File: src/rtl/riscv_instr_decoder_pkg.sv
// rtl/riscv_instr_decoder_pkg.sv - shared RV32I instruction property types for the decoder
package riscv_instruction_properties;

  typedef enum logic [7:0] {
    LUI, AUIPC, JAL, JALR,
    BEQ, BNE, BLT, BGE, BLTU, BGEU,
    LB, LH, LW, LBU, LHU, SB, SH, SW,
    ADD, ADDI, NOP, SUB, SLL, SLLI, SLT, SLTI, SLTU, SLTIU,
    XOR, XORI, OR, ORI, AND, ANDI, SRL, SRLI, SRA, SRAI,
    FENCE, FENCE_I, ECALL, EBREAK,
    CSRRW, CSRRS, CSRRC, CSRRWI, CSRRSI, CSRRCI
  } riscv_instr_name_t;

  typedef enum logic [2:0] {
    J_FORMAT, U_FORMAT, I_FORMAT, I_FORMAT_SHIFT, B_FORMAT, R_FORMAT, S_FORMAT
  } riscv_instr_format_t;

  typedef enum logic [4:0] {
    ZERO, RA, SP, GP, TP, T0, T1, T2, S0, S1,
    A0, A1, A2, A3, A4, A5, A6, A7,
    S2, S3, S4, S5, S6, S7, S8, S9, S10, S11,
    T3, T4, T5, T6
  } riscv_reg_t;

  localparam logic [15:0] CAT_LOAD    = 16'h0001;
  localparam logic [15:0] CAT_STORE   = 16'h0002;
  localparam logic [15:0] CAT_SHIFT   = 16'h0004;
  localparam logic [15:0] CAT_ARITH   = 16'h0008;
  localparam logic [15:0] CAT_LOGICAL = 16'h0010;
  localparam logic [15:0] CAT_COMPARE = 16'h0020;
  localparam logic [15:0] CAT_BRANCH  = 16'h0040;
  localparam logic [15:0] CAT_JUMP    = 16'h0080;
  localparam logic [15:0] CAT_SYNCH   = 16'h0100;
  localparam logic [15:0] CAT_SYSTEM  = 16'h0200;
  localparam logic [15:0] CAT_CSR     = 16'h0800;
  localparam logic [15:0] CAT_TRAP    = 16'h2000;

  localparam logic [6:0] OPC_LUI      = 7'b0110111;
  localparam logic [6:0] OPC_AUIPC    = 7'b0010111;
  localparam logic [6:0] OPC_JAL      = 7'b1101111;
  localparam logic [6:0] OPC_JALR     = 7'b1100111;
  localparam logic [6:0] OPC_BRANCH   = 7'b1100011;
  localparam logic [6:0] OPC_LOAD     = 7'b0000011;
  localparam logic [6:0] OPC_STORE    = 7'b0100011;
  localparam logic [6:0] OPC_OPIMM    = 7'b0010011;
  localparam logic [6:0] OPC_OP       = 7'b0110011;
  localparam logic [6:0] OPC_MISC_MEM = 7'b0001111;
  localparam logic [6:0] OPC_SYSTEM   = 7'b1110011;

  typedef struct packed {
    riscv_instr_name_t   name;
    riscv_instr_format_t format;
    logic [15:0]         category;
    riscv_reg_t          rd;
    riscv_reg_t          rs1;
    riscv_reg_t          rs2;
    logic [31:0]         imm;
    logic [11:0]         csr;
    logic                illegal;
  } riscv_decoded_instr_t;

endpackage

File: src/rtl/riscv_instr_decoder_decode_comb.sv
// rtl/riscv_instr_decoder_decode_comb.sv - combinational RV32I word-to-fields decode
module riscv_instr_decode_comb
  import riscv_instruction_properties::*;
#(
  parameter bit EN_NOP_ALIAS = 1'b1
) (
  input  logic [31:0]          instr,
  output riscv_decoded_instr_t dec
);

  logic [6:0]  opcode;
  logic [6:0]  f7;
  logic [2:0]  f3;
  logic        legal;
  riscv_reg_t  rd, rs1, rs2;
  logic [31:0] imm_i, imm_s, imm_b, imm_u, imm_j;

  assign opcode = instr[6:0];
  assign f3     = instr[14:12];
  assign f7     = instr[31:25];
  assign rd     = riscv_reg_t'(instr[11:7]);
  assign rs1    = riscv_reg_t'(instr[19:15]);
  assign rs2    = riscv_reg_t'(instr[24:20]);
  assign imm_i  = {{20{instr[31]}}, instr[31:20]};
  assign imm_s  = {{20{instr[31]}}, instr[31:25], instr[11:7]};
  assign imm_b  = {{19{instr[31]}}, instr[31], instr[7], instr[30:25], instr[11:8], 1'b0};
  assign imm_u  = {instr[31:12], 12'b0};
  assign imm_j  = {{11{instr[31]}}, instr[31], instr[19:12], instr[20], instr[30:21], 1'b0};

  always_comb begin
    dec   = '0;
    legal = 1'b0;
    case (opcode)
      OPC_LUI, OPC_AUIPC: begin
        legal = 1'b1;
        dec.name = (opcode == OPC_LUI) ? LUI : AUIPC;
        dec.format = U_FORMAT; dec.rd = rd; dec.imm = imm_u; dec.category = CAT_ARITH;
      end
      OPC_JAL: begin
        legal = 1'b1;
        dec.name = JAL; dec.format = J_FORMAT; dec.rd = rd; dec.imm = imm_j; dec.category = CAT_JUMP;
      end
      OPC_JALR: begin
        legal = (f3 == 3'b000);
        dec.name = JALR; dec.format = I_FORMAT; dec.rd = rd; dec.rs1 = rs1;
        dec.imm = imm_i; dec.category = CAT_JUMP;
      end
      OPC_BRANCH: begin
        legal = (f3[2:1] != 2'b01);
        dec.format = B_FORMAT; dec.rs1 = rs1; dec.rs2 = rs2; dec.imm = imm_b; dec.category = CAT_BRANCH;
        case (f3)
          3'b000:  dec.name = BEQ;
          3'b001:  dec.name = BNE;
          3'b100:  dec.name = BLT;
          3'b101:  dec.name = BGE;
          3'b110:  dec.name = BLTU;
          default: dec.name = BGEU;
        endcase
      end
      OPC_LOAD: begin
        legal = (f3 != 3'b011) && (f3[2:1] != 2'b11);
        dec.format = I_FORMAT; dec.rd = rd; dec.rs1 = rs1; dec.imm = imm_i; dec.category = CAT_LOAD;
        case (f3)
          3'b000:  dec.name = LB;
          3'b001:  dec.name = LH;
          3'b010:  dec.name = LW;
          3'b100:  dec.name = LBU;
          default: dec.name = LHU;
        endcase
      end
      OPC_STORE: begin
        legal = (f3[2] == 1'b0) && (f3[1:0] != 2'b11);
        dec.format = S_FORMAT; dec.rs1 = rs1; dec.rs2 = rs2; dec.imm = imm_s; dec.category = CAT_STORE;
        dec.name = (f3[1:0] == 2'b00) ? SB : (f3[1:0] == 2'b01) ? SH : SW;
      end
      OPC_OPIMM: begin
        legal = 1'b1;
        dec.format = I_FORMAT; dec.rd = rd; dec.rs1 = rs1; dec.imm = imm_i;
        case (f3)
          3'b000: begin
            dec.name = (EN_NOP_ALIAS && instr == 32'h0000_0013) ? NOP : ADDI;
            dec.category = CAT_ARITH;
          end
          3'b010:  begin dec.name = SLTI;  dec.category = CAT_COMPARE; end
          3'b011:  begin dec.name = SLTIU; dec.category = CAT_COMPARE; end
          3'b100:  begin dec.name = XORI;  dec.category = CAT_LOGICAL; end
          3'b110:  begin dec.name = ORI;   dec.category = CAT_LOGICAL; end
          3'b111:  begin dec.name = ANDI;  dec.category = CAT_LOGICAL; end
          default: begin
            // shifts: funct7 selects logical/arithmetic, shamt is unsigned
            legal = (f7 == 7'b0000000) || (f3 == 3'b101 && f7 == 7'b0100000);
            dec.name = (f3 == 3'b001) ? SLLI : (f7[5] ? SRAI : SRLI);
            dec.format = I_FORMAT_SHIFT; dec.imm = {27'b0, instr[24:20]}; dec.category = CAT_SHIFT;
          end
        endcase
      end
      OPC_OP: begin
        dec.format = R_FORMAT; dec.rd = rd; dec.rs1 = rs1; dec.rs2 = rs2;
        if (f7 == 7'b0000000) begin
          legal = 1'b1;
          case (f3)
            3'b000:  begin dec.name = ADD;  dec.category = CAT_ARITH;   end
            3'b001:  begin dec.name = SLL;  dec.category = CAT_SHIFT;   end
            3'b010:  begin dec.name = SLT;  dec.category = CAT_COMPARE; end
            3'b011:  begin dec.name = SLTU; dec.category = CAT_COMPARE; end
            3'b100:  begin dec.name = XOR;  dec.category = CAT_LOGICAL; end
            3'b101:  begin dec.name = SRL;  dec.category = CAT_SHIFT;   end
            3'b110:  begin dec.name = OR;   dec.category = CAT_LOGICAL; end
            default: begin dec.name = AND;  dec.category = CAT_LOGICAL; end
          endcase
        end else if (f7 == 7'b0100000 && f3 == 3'b000) begin
          legal = 1'b1; dec.name = SUB; dec.category = CAT_ARITH;
        end else if (f7 == 7'b0100000 && f3 == 3'b101) begin
          legal = 1'b1; dec.name = SRA; dec.category = CAT_SHIFT;
        end
      end
      OPC_MISC_MEM: begin
        legal = (f3[2:1] == 2'b00);
        dec.name = f3[0] ? FENCE_I : FENCE;
        dec.format = I_FORMAT; dec.rd = rd; dec.rs1 = rs1; dec.imm = imm_i; dec.category = CAT_SYNCH;
      end
      OPC_SYSTEM: begin
        dec.format = I_FORMAT;
        if (f3 == 3'b000) begin
          legal = (instr == 32'h0000_0073) || (instr == 32'h0010_0073);
          dec.name = instr[20] ? EBREAK : ECALL;
          dec.category = CAT_SYSTEM | CAT_TRAP;
        end else if (f3 != 3'b100) begin
          legal = 1'b1;
          dec.rd = rd; dec.csr = instr[31:20]; dec.category = CAT_CSR;
          if (f3[2]) begin
            dec.name = (f3[1:0] == 2'b01) ? CSRRWI : (f3[1:0] == 2'b10) ? CSRRSI : CSRRCI;
            dec.imm = {27'b0, instr[19:15]};
          end else begin
            dec.name = (f3[1:0] == 2'b01) ? CSRRW : (f3[1:0] == 2'b10) ? CSRRS : CSRRC;
            dec.rs1 = rs1;
          end
        end
      end
      default: legal = 1'b0;
    endcase
    if (!legal) begin
      dec         = '0;
      dec.name    = NOP;
      dec.format  = I_FORMAT;
      dec.illegal = 1'b1;
    end
  end

endmodule

File: src/rtl/riscv_instr_decoder.sv
// rtl/riscv_instr_decoder.sv - two-stage RV32I decoder with stream handshake, flush and counters
module riscv_instr_decoder
  import riscv_instruction_properties::*;
#(
  parameter int CNT_W        = 32,
  parameter bit EN_NOP_ALIAS = 1'b1
) (
  input  logic                clk,
  input  logic                rst_n,
  input  logic                flush,
  input  logic                in_valid,
  output logic                in_ready,
  input  logic [31:0]         in_instr,
  output logic                out_valid,
  input  logic                out_ready,
  output riscv_instr_name_t   out_name,
  output riscv_instr_format_t out_format,
  output logic [15:0]         out_category,
  output riscv_reg_t          out_rd,
  output riscv_reg_t          out_rs1,
  output riscv_reg_t          out_rs2,
  output logic [31:0]         out_imm,
  output logic [11:0]         out_csr,
  output logic                out_illegal,
  output logic [31:0]         out_raw,
  output logic [CNT_W-1:0]    decoded_cnt,
  output logic [CNT_W-1:0]    illegal_cnt
);

  localparam logic [CNT_W-1:0] CNT_ONE = 1;

  logic                 s1_valid, s2_valid;
  logic                 s1_adv, s2_adv;
  logic [31:0]          s1_instr, s2_raw;
  riscv_decoded_instr_t dec, s2_data;

  assign s2_adv   = !s2_valid || out_ready;
  assign s1_adv   = !s1_valid || s2_adv;
  assign in_ready = rst_n && s1_adv && !flush;

  riscv_instr_decode_comb #(.EN_NOP_ALIAS(EN_NOP_ALIAS)) u_decode (
    .instr (s1_instr),
    .dec   (dec)
  );

  always_ff @(posedge clk or negedge rst_n) begin
    if (!rst_n) begin
      s1_valid    <= 1'b0;
      s2_valid    <= 1'b0;
      s1_instr    <= '0;
      s2_raw      <= '0;
      s2_data     <= '0;
      decoded_cnt <= '0;
      illegal_cnt <= '0;
    end else begin
      if (flush) begin
        s1_valid <= 1'b0;
        s2_valid <= 1'b0;
      end else begin
        if (s1_adv) begin
          s1_valid <= in_valid;
          if (in_valid) s1_instr <= in_instr;
        end
        if (s2_adv) begin
          s2_valid <= s1_valid;
          if (s1_valid) begin
            s2_data <= dec;
            s2_raw  <= s1_instr;
          end
        end
      end
      // counts follow actual hand-offs, which a flush cannot undo
      if (s2_valid && out_ready) begin
        decoded_cnt <= decoded_cnt + CNT_ONE;
        if (s2_data.illegal) illegal_cnt <= illegal_cnt + CNT_ONE;
      end
    end
  end

  assign out_valid    = s2_valid;
  assign out_name     = s2_data.name;
  assign out_format   = s2_data.format;
  assign out_category = s2_data.category;
  assign out_rd       = s2_data.rd;
  assign out_rs1      = s2_data.rs1;
  assign out_rs2      = s2_data.rs2;
  assign out_imm      = s2_data.imm;
  assign out_csr      = s2_data.csr;
  assign out_illegal  = s2_data.illegal;
  assign out_raw      = s2_raw;

endmodule

File: config.mk
export PLATFORM = sky130hd
export DESIGN_NAME = riscv_instr_decoder
export DESIGN_NICKNAME = d
export VERILOG_FILES = /design/src/rtl/riscv_instr_decoder_pkg.sv /design/src/rtl/riscv_instr_decoder_decode_comb.sv /design/src/rtl/riscv_instr_decoder.sv
export SDC_FILE = /design/constraint.sdc
export NUM_CORES = 1
export LEC_CHECK = 0
export BUFFER_PORTS_ARGS = -buffer_cell sky130_fd_sc_hd__clkbuf_2
export CAP_MARGIN = 20
export CORE_UTILIZATION = 56
export CTS_BUF_LIST = sky130_fd_sc_hd__clkbuf_16
export DETAILED_ROUTE_END_ITERATION = 12
export GPL_TIMING_DRIVEN = 0
export PLACE_DENSITY = 0.81
export SLEW_MARGIN = 20
export SYNTH_ARGS = -nofsm -noshare
export SYNTH_HDL_FRONTEND = slang
export SYNTH_HIERARCHICAL = 1
export SYNTH_SLANG_ARGS = --single-unit
File: constraint.sdc
create_clock -name clk -period 3.7 [get_ports clk]
set_input_delay 0.37 -clock clk [delete_from_list [all_inputs] [get_ports clk]]
set_output_delay 0.37 -clock clk [all_outputs]
set_load 0.02 [all_outputs]
==> results by group, run 1 <==
Drt
  • DR vias/cell: 5.967
  • Routed length per instance: 20.62 µm
  • DRC viols: 0
  • Antenna Nets Post-Route: 0
  • Via count: 8515
  • First-pass iteration count of the detailed router: 5
  • Initial DRC count: 710
  • Post-Route WL: 29420 µm

CTS
  • CTS Sinks: 217
  • CTS Buf Count: 23
  • CTS H-tree depth: 1
  • Clock Tree Root: clkbuf_16
  • Clk slew on worst S/H paths: 0.06 ns
  • Clk Latency, worst-skew pair: 0.52 ns
  • CTS tree: done
  • Max Root-Sink Buffers: 3

Worst hold path
  • Min-Delay Path Class: in2reg

Global routing
  • Global route total overflow: 0
  • Largest net degree at the start of global routing: about 80
  • GRT Total Usage: 30.20%
  • Antenna violations before repair: 0
  • Vias in the first global route: ~8200
  • First-pass GRT wire length: 46660 µm

Power and ir drop
  • Max VDD drop: 0.0004409 V
  • Internal power: 4263 µW
  • Share of power burned in registers: 45.9%
  • PD cells: 477.7 nW/µm²
  • Logic pwr share: 19.4%
  • Share of power burned in the clock network: approximately a third
  • Switching power: 1956 µW
  • Leakage power total: 0.006375 µW
  • Switching Share: 31.45%

Worst setup path
  • Arr. time, crit path: 3.99 ns
  • CP max stage delay: 0.54 ns
  • CP delay by family, top: simple AND/OR/NAND/NOR gates
  • Setup CP Type: reg2reg
  • Worst Setup Start Kind: flop
  • Critical Path Fanout Max: 13
  • CP bufs+invs: 2
  • Crit-path slowest cell: or4_1
  • Worst path cell trace: inv_1 > ha_1 > nor4b_1 > nand4_1 > o32ai_2 > nor4b_2 > nand2_1 > inv_2 > or4_1 > mux2_1
  • Critical Path Sink Type: flop
  • CP Data Required Time: 4.10 ns

Timing
  • Slew Limit Fails: 0
  • Fin crit period: 3.593 ns
  • Tcrit/Tclk final: 97.11%
  • Worst slew margin: between 30% and 40%
  • Maximum clock frequency: 278.3 MHz
  • Hold Vio Cnt, Final: 0
  • Worst slew pin tran: 0.9838 ns
  • Final worst slack: about 0.11 ns
  • Hold Slack: 0.04122 ns
  • Skew final: around 0.0086 ns
  • Setup violations, final: 0

Cells and area
  • Final #Nets: ~1200
  • Synthesis-to-layout area growth: 20.62%
  • Fin cells: 1427
  • Ant diodes: 0
  • Post-layout util: between 60% and 70%
  • Layout cell share with drive strength beyond 1: 33.53%
  • Commonest non-fill, non-tap cell in the layout: clkbuf_2
  • Commonest non-fill, non-tap cells in the layout: 222 x clkbuf_2, 215 x dfrtp_1, 98 x mux2_1

Logic synthesis
  • Synth cell types: 84
  • Synth area leader: dfrtp_1
  • Largest cells by area after synthesis: dfrtp_1 50%, mux2_1 10%, mux2_2 5.7%
  • Share of the synthesized area in the top cell type: 50.31%
  • Mapped cell area: 10790 µm²
  • Synth Flop Type: dfrtp_1
  • Yosys warning total: 6
  • Yosys reg bits: 217
  • Mapped Cells: 921
  • Syn avg cell area: 11.72 µm²
  • Async SR Flop Fraction: 100.0%
  • Sequential element share of the synthesized area: between 50% and 60%
  • Post-synth EDFFs: 0

Placed design
  • Placed insts: 1383
  • Worst Setup Slack post-DPL: -0.008765 ns
  • I/O Buffers: roughly 220
  • Detailed placement HPWL: between 20000 and 25000 µm
  • GP Congestion: 0.9497

Die
  • I/O pins: 222
  • Core Footprint: 18770 µm²
  • Initial Util: a little under three fifths
  • Die area: ~20000 µm²
  • Floorplan row count: 50
  • Die Width: 140.8 µm
  • DIE HEIGHT: 140.8 µm

Outcome
  • Status: complete, no violations

Flow run
  • Max-Cap Viols: 0
## timing repair
item / in CTS / in global routing
hold buffers: 1 / 0
buffers inserted: 0 / 3
resized for setup: 2 / 4
hold endpoints to repair: 57 / 0
endpoints found under the setup margin: 2 / 26
## sequential cells by signal (all words and copies together) (netlist names), 3 cells and up
register      flops
out_rs2           5
decoded_cnt      32
out_category     16
out_rs1           5
illegal_cnt      32
out_raw          32
out_name          8
out_rd            5
s1_instr         32
out_imm          32
out_format        3
out_csr          12
## worst paths after layout
check,startpoint,to,slack (ns),cells after the start
setup / recovery,s1_instr[13],out_name[4],0.11,10
hold / removal,flush,out_valid,0.04,2
setup reg to reg,s1_instr[13],out_name[4],0.11,10
hold reg to reg,decoded_cnt[31],decoded_cnt[31],0.47,1
max in group asynchronous,rst_n,out_category[10],2.16,4
min in group asynchronous,rst_n,out_raw[20],0.38,2
## kinds of logic (layout without fill, tap and decap cells)
group | count (synthesis) | count (layout) | share of synthesized area [%]
AO/OA/AOI/OAI | 116 | 116 | 7.523
multiplexers | 153 | 153 | 15.96
adder cells (fa/ha/maj) | 8 | 8 | 0.9274
buffers and inverters | 66 | 333 | 3.628
AND/OR/NAND/NOR | 298 | 298 | 16.59
flip-flops | 217 | 217 | 50.31
XOR/XNOR | 62 | 62 | 5.031
other | 1 | 6 | 0.03474
## synth_stat cells, types with 8 or more instances
| library cell | n |
|---|---|
| mux2_2 | 55 |
| buf_4 | 12 |
| dfrtp_1 | 217 |
| o21ai_0 | 19 |
| ha_1 | 8 |
| mux2_1 | 98 |
| a21oi_1 | 32 |
| and3_1 | 14 |
| xnor2_1 | 42 |
| and2_1 | 36 |
| clkbuf_1 | 16 |
| nor3_2 | 8 |
| nor2_1 | 41 |
| nor2b_1 | 10 |
| nor4_1 | 12 |
| nand3_1 | 30 |
| nor3_1 | 17 |
| buf_2 | 19 |
| xor2_1 | 20 |
| nand4_1 | 29 |
| nand2_1 | 48 |
## area by class of cell
| class | count | area (µm²) |
|---|---|---|
| flip-flops and latches | 217 | 5433 |
| well taps | 234 | 292.8 |
| inverters | 8 | 33.78 |
| clock buffers | 23 | 575.6 |
| multi-input cells | 643 | 5000 |
| repair buffers | 227 | 1202 |
| fillers | 1414 | 5748 |
| clock inverters | 17 | 120.1 |
| plain buffers | 58 | 362.8 |
## power groups by stage
stage	clock (µW)	sequential, µW	combinational [µW]
after CTS	2190	2850	1190
after global placement	0	2880	1170
after detailed placement	0	2890	1180
final	2160	2860	1210
after floorplan	0	3030	544
after global routing	2280	2890	1300
## through the flow
stage	setup TNS (ns)	area, µm²	power [µW]
after floorplan	0	10810	3578
after global placement	-427.48	12210	4050
after detailed placement	-0.008765	12280	4077
after CTS	0	12990	6236
after global routing	-0.007319	13020	6464
final	0	13020	6219
## layer usage
| layer | vias up | share of wire (%) | global-route usage (%) | routed length, µm |
|---|---|---|---|---|
| li1 | 3845 | - | - | - |
| met1 | 4225 | 43 | 42.43 | 12590 |
| met2 | 380 | 46 | 47.00 | 13580 |
| met3 | 65 | 7.9 | 6.046 | 2310 |
| met4 | 0 | 3.2 | 10.35 | 935 |
| met5 | - | 0 | 0 | 0 |
## worst register-to-register path: cells and delay by family, from the launching register on
family	cells	cell delay, ns
muxes	1	0.30
and+or+nand+nor	5	1.51
DFF	1	0.52
AOI/OAI and AO/OA	1	0.40
adders and majority gates	1	0.31
buffers and inverters	2	0.44
No activity file was read; power rests on OpenSTA's default activity.
==> run 2, diff against run 1 <==
Settings changed: MAX_ROUTING_LAYER set to met4.
==> results by group, run 2 (same netlist as run 1, synthesis figures left out) <==
Power and ir drop
  • Leakage power total: 0.006386 µW (+0.18%)
  • Share of power burned in registers: 45.1% (-0.8 points)
  • Switching power: 1935 µW (-1.1%)
  • Switching Share: 30.59% (-0.86 points)
  • Logic pwr share: 19.1% (-0.3 points)
  • PD cells: 485.0 nW/µm² (+1.5%)
  • Max VDD drop: 0.0003937 V (-11%)
  • Share of power burned in the clock network: 35.8% (+1.1 points)
  • Internal power: 4391 µW (+3.0%)

Worst setup path
  • Arr. time, crit path: 4.05 ns (+0.06 ns)
  • CP Data Required Time: 4.08 ns (-0.02 ns)
  • CP bufs+invs: 2 (unchanged)
  • Crit-path slowest cell: or4_1
  • Critical Path Fanout Max: 11 (-2)
  • Worst Setup Start Kind: flop
  • CP delay by family, top: simple AND/OR/NAND/NOR gates
  • CP max stage delay: 0.55 ns (about the same)
  • Critical Path Sink Type: flop
  • Worst path cell trace: inv_1 > ha_1 > nor2b_1 > and2b_2 > o32ai_2 > nor4b_2 > nand2_1 > inv_2 > or4_1 > mux2_1
  • Setup CP Type: reg2reg

Drt
  • Via count: 8506 (-0.11%)
  • Antenna Nets Post-Route: 0 (unchanged)
  • Initial DRC count: 674 (-5.1%)
  • Post-Route WL: 29520 µm (+0.36%)
  • Routed length per instance: 20.69 µm (+0.36%)
  • DRC viols: 0 (unchanged)
  • DR vias/cell: 5.961 (-0.11%)
  • First-pass iteration count of the detailed router: 5 (unchanged)

Cells and area
  • Ant diodes: 0 (unchanged)
  • FILL cells: 1380 (-2.4%)
  • Final #Nets: 1222 (-0.082%)
  • Commonest non-fill, non-tap cells in the layout: 222 x clkbuf_2, 215 x dfrtp_1, 98 x mux2_1
  • Fin cells: 1427 (unchanged)
  • Layout cell share with drive strength beyond 1: 33.36% (-0.17 points)
  • Commonest non-fill, non-tap cell in the layout: clkbuf_2
  • Synthesis-to-layout area growth: 20.84%

Placed design
  • Placed insts: 1384 (+0.072%)
  • I/O Buffers: 221 (unchanged)
  • Detailed placement HPWL: 21520 µm (+0.41%)
  • Worst Setup Slack post-DPL: -0.03365 ns (-0.02489 ns)
  • GP Congestion: 0.9890 (+4.1%)

Flow run
  • Max-Cap Viols: 0 (unchanged)

CTS
  • Clk slew on worst S/H paths: 0.06 ns (about the same)
  • CTS H-tree depth: 1 (unchanged)
  • Clk Latency, worst-skew pair: 0.51 ns (about the same)
  • CTS Sinks: 217 (unchanged)
  • CTS Buf Count: 23 (unchanged)
  • Max Root-Sink Buffers: 3 (unchanged)
  • Clock Tree Root: clkbuf_16
  • CTS tree: done

Die
  • I/O pins: 222 (unchanged)
  • Die Width: 140.8 µm (unchanged)
  • Die area: 19830 µm² (unchanged)
  • Initial Util: 57.51% (unchanged)
  • Floorplan row count: 50 (unchanged)
  • DIE HEIGHT: 140.8 µm (unchanged)
  • Core Footprint: 18770 µm² (unchanged)

Global routing
  • Vias in the first global route: 8243 (+0.024%)
  • First-pass GRT wire length: 46570 µm (-0.21%)
  • GRT Total Usage: 30.92% (+0.72 points)
  • Largest net degree at the start of global routing: 88 (+7.3%)
  • Global route total overflow: 0 (unchanged)
  • Antenna violations before repair: 0 (unchanged)

Timing
  • Fin crit period: 3.669 ns (+0.07575 ns)
  • Maximum clock frequency: 272.6 MHz (-2.1%)
  • Worst slew margin: 42.62% (+8.8 points)
  • Final worst slack: 0.03103 ns (-0.07575 ns)
  • Tcrit/Tclk final: 99.16% (+2.0 points)
  • Setup violations, final: 0 (unchanged)
  • Slew Limit Fails: 0 (unchanged)
  • Skew final: 0.01570 ns (+0.007063 ns)
  • Worst slew pin tran: 0.8528 ns (-0.1310 ns)
  • Hold Vio Cnt, Final: 0 (unchanged)

Worst hold path
  • Min-Delay Path Class: in2reg

Outcome
  • Status: complete, no violations
-- run 2: path summary, 6_finish.rpt --
kind,startpoint,to,slack (ns),cells after the start
min in group asynchronous,rst_n,out_raw[20],0.41,2
hold reg to reg,decoded_cnt[31],decoded_cnt[31],0.47,1
setup / recovery,s1_instr[12],out_name[4],0.03,10
setup reg to reg,s1_instr[12],out_name[4],0.03,10
hold / removal,flush,out_valid,0.06,2
max in group asynchronous,rst_n,decoded_cnt[12],2.11,4
-- run 2: power groups by stage --
stage | clock network [µW] | logic [µW] | registers, µW
6_report | 2260 | 1210 | 2850
5_1_grt | 2400 | 1290 | 2880
4_1_cts | 2300 | 1200 | 2850
3_5_place_dp | 0 | 1200 | 2890
3_3_place_gp | 0 | 1170 | 2880
2_1_floorplan | 0 | 544 | 3030
-- run 2: final cells by class --
class | count | area (µm²) | share of cell area, %
clock inverter | 18 | 160.2 | 1.228
inverter | 8 | 30.03 | 0.2302
buffer | 58 | 362.8 | 2.782
sequential | 217 | 5433 | 41.65
timing repair buffer | 226 | 1192 | 9.141
multi-input combinational | 643 | 4997 | 38.31
tap | 234 | 292.8 | 2.245
clock buffer | 23 | 575.6 | 4.412
-- run 2: per-stage QoR --
stage	hold WS, ns	area [µm²]	setup TNS, ns	utilization (%)	total power (µW)
4_1_cts	0.04274	13040	0	69.45	6357
3_5_place_dp	0.3975	12290	-0.1855	65.47	4085
3_3_place_gp	0.4564	12210	-423.36	65.07	4053
6_report	0.05825	13040	0	69.50	6326
5_1_grt	0.05162	13040	-0.005731	69.50	6570
2_1_floorplan	0.07441	10810	0	-	3578
-- run 2: worst reg2reg max path: stages (launching register included) --
cell,delay (ns)
dfrtp_2,0.50
inv_1,0.37
ha_1,0.33
nor2b_1,0.54
and2b_2,0.30
o32ai_2,0.16
nor4b_2,0.11
nand2_1,0.23
inv_2,0.17
or4_1,0.55
mux2_1,0.30
-- run 2: what timing repair did --
item | 4_1_cts | 5_1_grt
setup endpoints to repair | 11 | 14
buffers inserted | 0 | 1
gates resized for setup | 2 | 2
pin swaps | 0 | 1
hold endpoints to repair | 63 | 0
hold buffers | 1 | 0
-- run 2: layer usage --
metal / up-vias / global-route usage (%) / wire (µm)
met3: 62 / 4.688 / 2022
met5: - / - / 0
met4: 0 / 10.30 / 979
li1: 3839 / - / -
met2: 343 / 46.40 / 13470
met1: 4262 / 43.20 / 13050
==> run 3, diff against run 2 <==
Settings changed: GPL_TIMING_DRIVEN 0 to not set.
==> results by group, run 3 (same netlist as run 1, synthesis figures left out) <==
Outcome
  • Status: complete, no violations

Die
  • Die area: 19830 µm² (unchanged)
  • Die Width: 140.8 µm (unchanged)
  • Core Footprint: 18770 µm² (unchanged)
  • Floorplan row count: 50 (unchanged)
  • I/O pins: 222 (unchanged)
  • Initial Util: 57.51% (unchanged)
  • DIE HEIGHT: 140.8 µm (unchanged)

Power and ir drop
  • Switching power: 1943 µW (+0.40%)
  • Max VDD drop: 0.0004163 V (+5.7%)
  • Share of power burned in the clock network: 35.9% (about the same)
  • Leakage power total: 0.006295 µW (-1.4%)
  • Logic pwr share: 18.8% (-0.3 points)
  • Switching Share: 30.75% (+0.16 points)
  • Pwr Total: 6318 µW (-0.12%)
  • Internal power: 4375 µW (-0.35%)
  • Share of power burned in registers: 45.3% (+0.2 points)
  • PD cells: 488.1 nW/µm² (+0.65%)

Timing
  • Setup TNS: 0 ns (unchanged)
  • Worst slew margin: 32.47% (-10 points)
  • Worst slew pin tran: 1.009 ns (+0.1558 ns)
  • Maximum clock frequency: 297.5 MHz (+9.1%)
  • Setup violations, final: 0 (unchanged)
  • Tcrit/Tclk final: 90.86% (-8.3 points)
  • Hold Slack: 0.06877 ns (+0.01052 ns)
  • Hold Vio Cnt, Final: 0 (unchanged)
  • Final worst slack: 0.3383 ns (+0.3072 ns)
  • Fin crit period: 3.362 ns (-0.3072 ns)
  • Skew final: 0.02160 ns (+0.005898 ns)
  • Slew Limit Fails: 0 (unchanged)
  • RSZ-0062 raised after global routing: false

Drt
  • Routed length per instance: 20.48 µm (-1.0%)
  • Initial DRC count: 618 (-8.3%)
  • Antenna Nets Post-Route: 0 (unchanged)
  • DR vias/cell: 6.013 (+0.87%)
  • Via count: 8424 (-0.96%)
  • First-pass iteration count of the detailed router: 6 (+1)
  • DRC viols: 0 (unchanged)
  • Post-Route WL: 28690 µm (-2.8%)

Placed design
  • Worst Setup Slack post-DPL: 0.4395 ns (+0.4731 ns)
  • I/O Buffers: 221 (unchanged)
  • GP Congestion: 1.018 (+3.0%)
  • Area after DPL: 12180 µm² (-0.86%)
  • Detailed placement HPWL: 20350 µm (-5.5%)

Cells and area
  • Final standard cell area without fillers: 12940 µm² (-0.77%)
  • Area of the multi-input gates: 5002 µm² (+0.10%)
  • Layout cell share with drive strength beyond 1: 33.08% (-0.29 points)
  • Commonest non-fill, non-tap cell in the layout: clkbuf_2
  • Synthesis-to-layout area growth: 19.91%
  • FILL cells: 1414 (+2.5%)
  • Commonest non-fill, non-tap cells in the layout: 220 x clkbuf_2, 217 x dfrtp_1, 98 x mux2_1
  • Final #Nets: 1194 (-2.3%)
  • Seq. cell area: 5430 µm² (about the same)
  • Ant diodes: 0 (unchanged)

CTS
  • CTS Buf Count: 24 (+4.3%)
  • Post-CTS sizing: 0 (-2)
  • Clk slew on worst S/H paths: 0.07 ns (about the same)
  • CTS H-tree depth: 1 (unchanged)
  • Max Root-Sink Buffers: 3 (unchanged)
  • CTS tree: done
  • Clk Latency, worst-skew pair: 0.53 ns (+0.02 ns)
  • Clock Tree Root: clkbuf_16
  • CTS Sinks: 217 (unchanged)

Global routing
  • Vias in the first global route: 8171 (-0.87%)
  • Largest net degree at the start of global routing: 106 (+20%)
  • First-pass GRT wire length: 45180 µm (-3.0%)
  • Global route total overflow: 0 (unchanged)
  • GRT Total Usage: 30.09% (-0.84 points)
  • Antenna violations before repair: 0 (unchanged)

Worst setup path
  • Arr. time, crit path: 3.76 ns (-0.29 ns)
  • Setup CP Type: reg2reg
  • CP Data Required Time: 4.09 ns (about the same)
  • Critical Path Sink Type: flop
  • Worst Setup Start Kind: flop
  • Critical Path Fanout Max: 11 (unchanged)

Worst hold path
  • Min-Delay Path Class: in2reg

Flow run
  • Max-Cap Viols: 0 (unchanged)
-- run 3: stage by stage --
| stage | instances | util (%) |
|---|---|---|
| floorplan | 926 | - |
| global placement | 1356 | 64.91 |
| detailed placement | 1356 | 64.91 |
| CTS | 1401 | 68.97 |
| global route | 1401 | 68.97 |
| finish | 1401 | 68.97 |
-- run 3: worst paths after layout --
check                           startpoint               to  slack [ns]  cells after the start
max                           s1_instr[13]      out_name[4]        0.34                     11
min                                  flush         s1_valid        0.07                      2
max reg2reg                   s1_instr[13]      out_name[4]        0.34                     11
min reg2reg                decoded_cnt[31]  decoded_cnt[31]        0.47                      1
max in group asynchronous            rst_n  decoded_cnt[23]        2.29                      3
min in group asynchronous            rst_n       out_rs2[0]        0.41                      2
-- run 3: timing repair --
| item | 4_1_cts | 5_1_grt |
|---|---|---|
| hold buffers | 1 | 0 |
| endpoints found under the hold margin | 83 | 0 |
| buffers inserted | 0 | 0 |
-- run 3: area by class of cell --
type,count,area share [%]
flip-flops and latches,217,41.95
multi-input cells,643,38.65
repair buffers,255,11.10
clock buffers,24,4.640
well taps,234,2.262
clock inverters,20,1.170
inverters,8,0.2320
-- run 3: critical path, stage by stage, from the launching register on --
cell,delay (ns)
dfrtp_1,0.37
inv_1,0.16
ha_1,0.27
nor2b_1,0.59
and2b_2,0.31
o32ai_2,0.14
nor4b_2,0.09
buf_4,0.19
nand2_1,0.15
inv_2,0.13
or4_1,0.53
mux2_1,0.30
-- run 3: routing by layer --
| metal | track usage, % | wire length, µm | vias up |
|---|---|---|---|
| li1 | - | - | 3786 |
| met1 | 39.94 | 12110 | 4168 |
| met2 | 44.96 | 13070 | 376 |
| met3 | 6.284 | 2219 | 94 |
| met4 | 12.87 | 1281 | 0 |
| met5 | - | 0 | - |
-- run 3: power groups by stage --
stage,clock (µW),combinational (µW),sequential (µW)
after floorplan,0,544,3030
after global placement,0,1170,2890
after detailed placement,0,1180,2900
after CTS,2310,1190,2860
after global routing,2400,1270,2890
final,2270,1190,2860
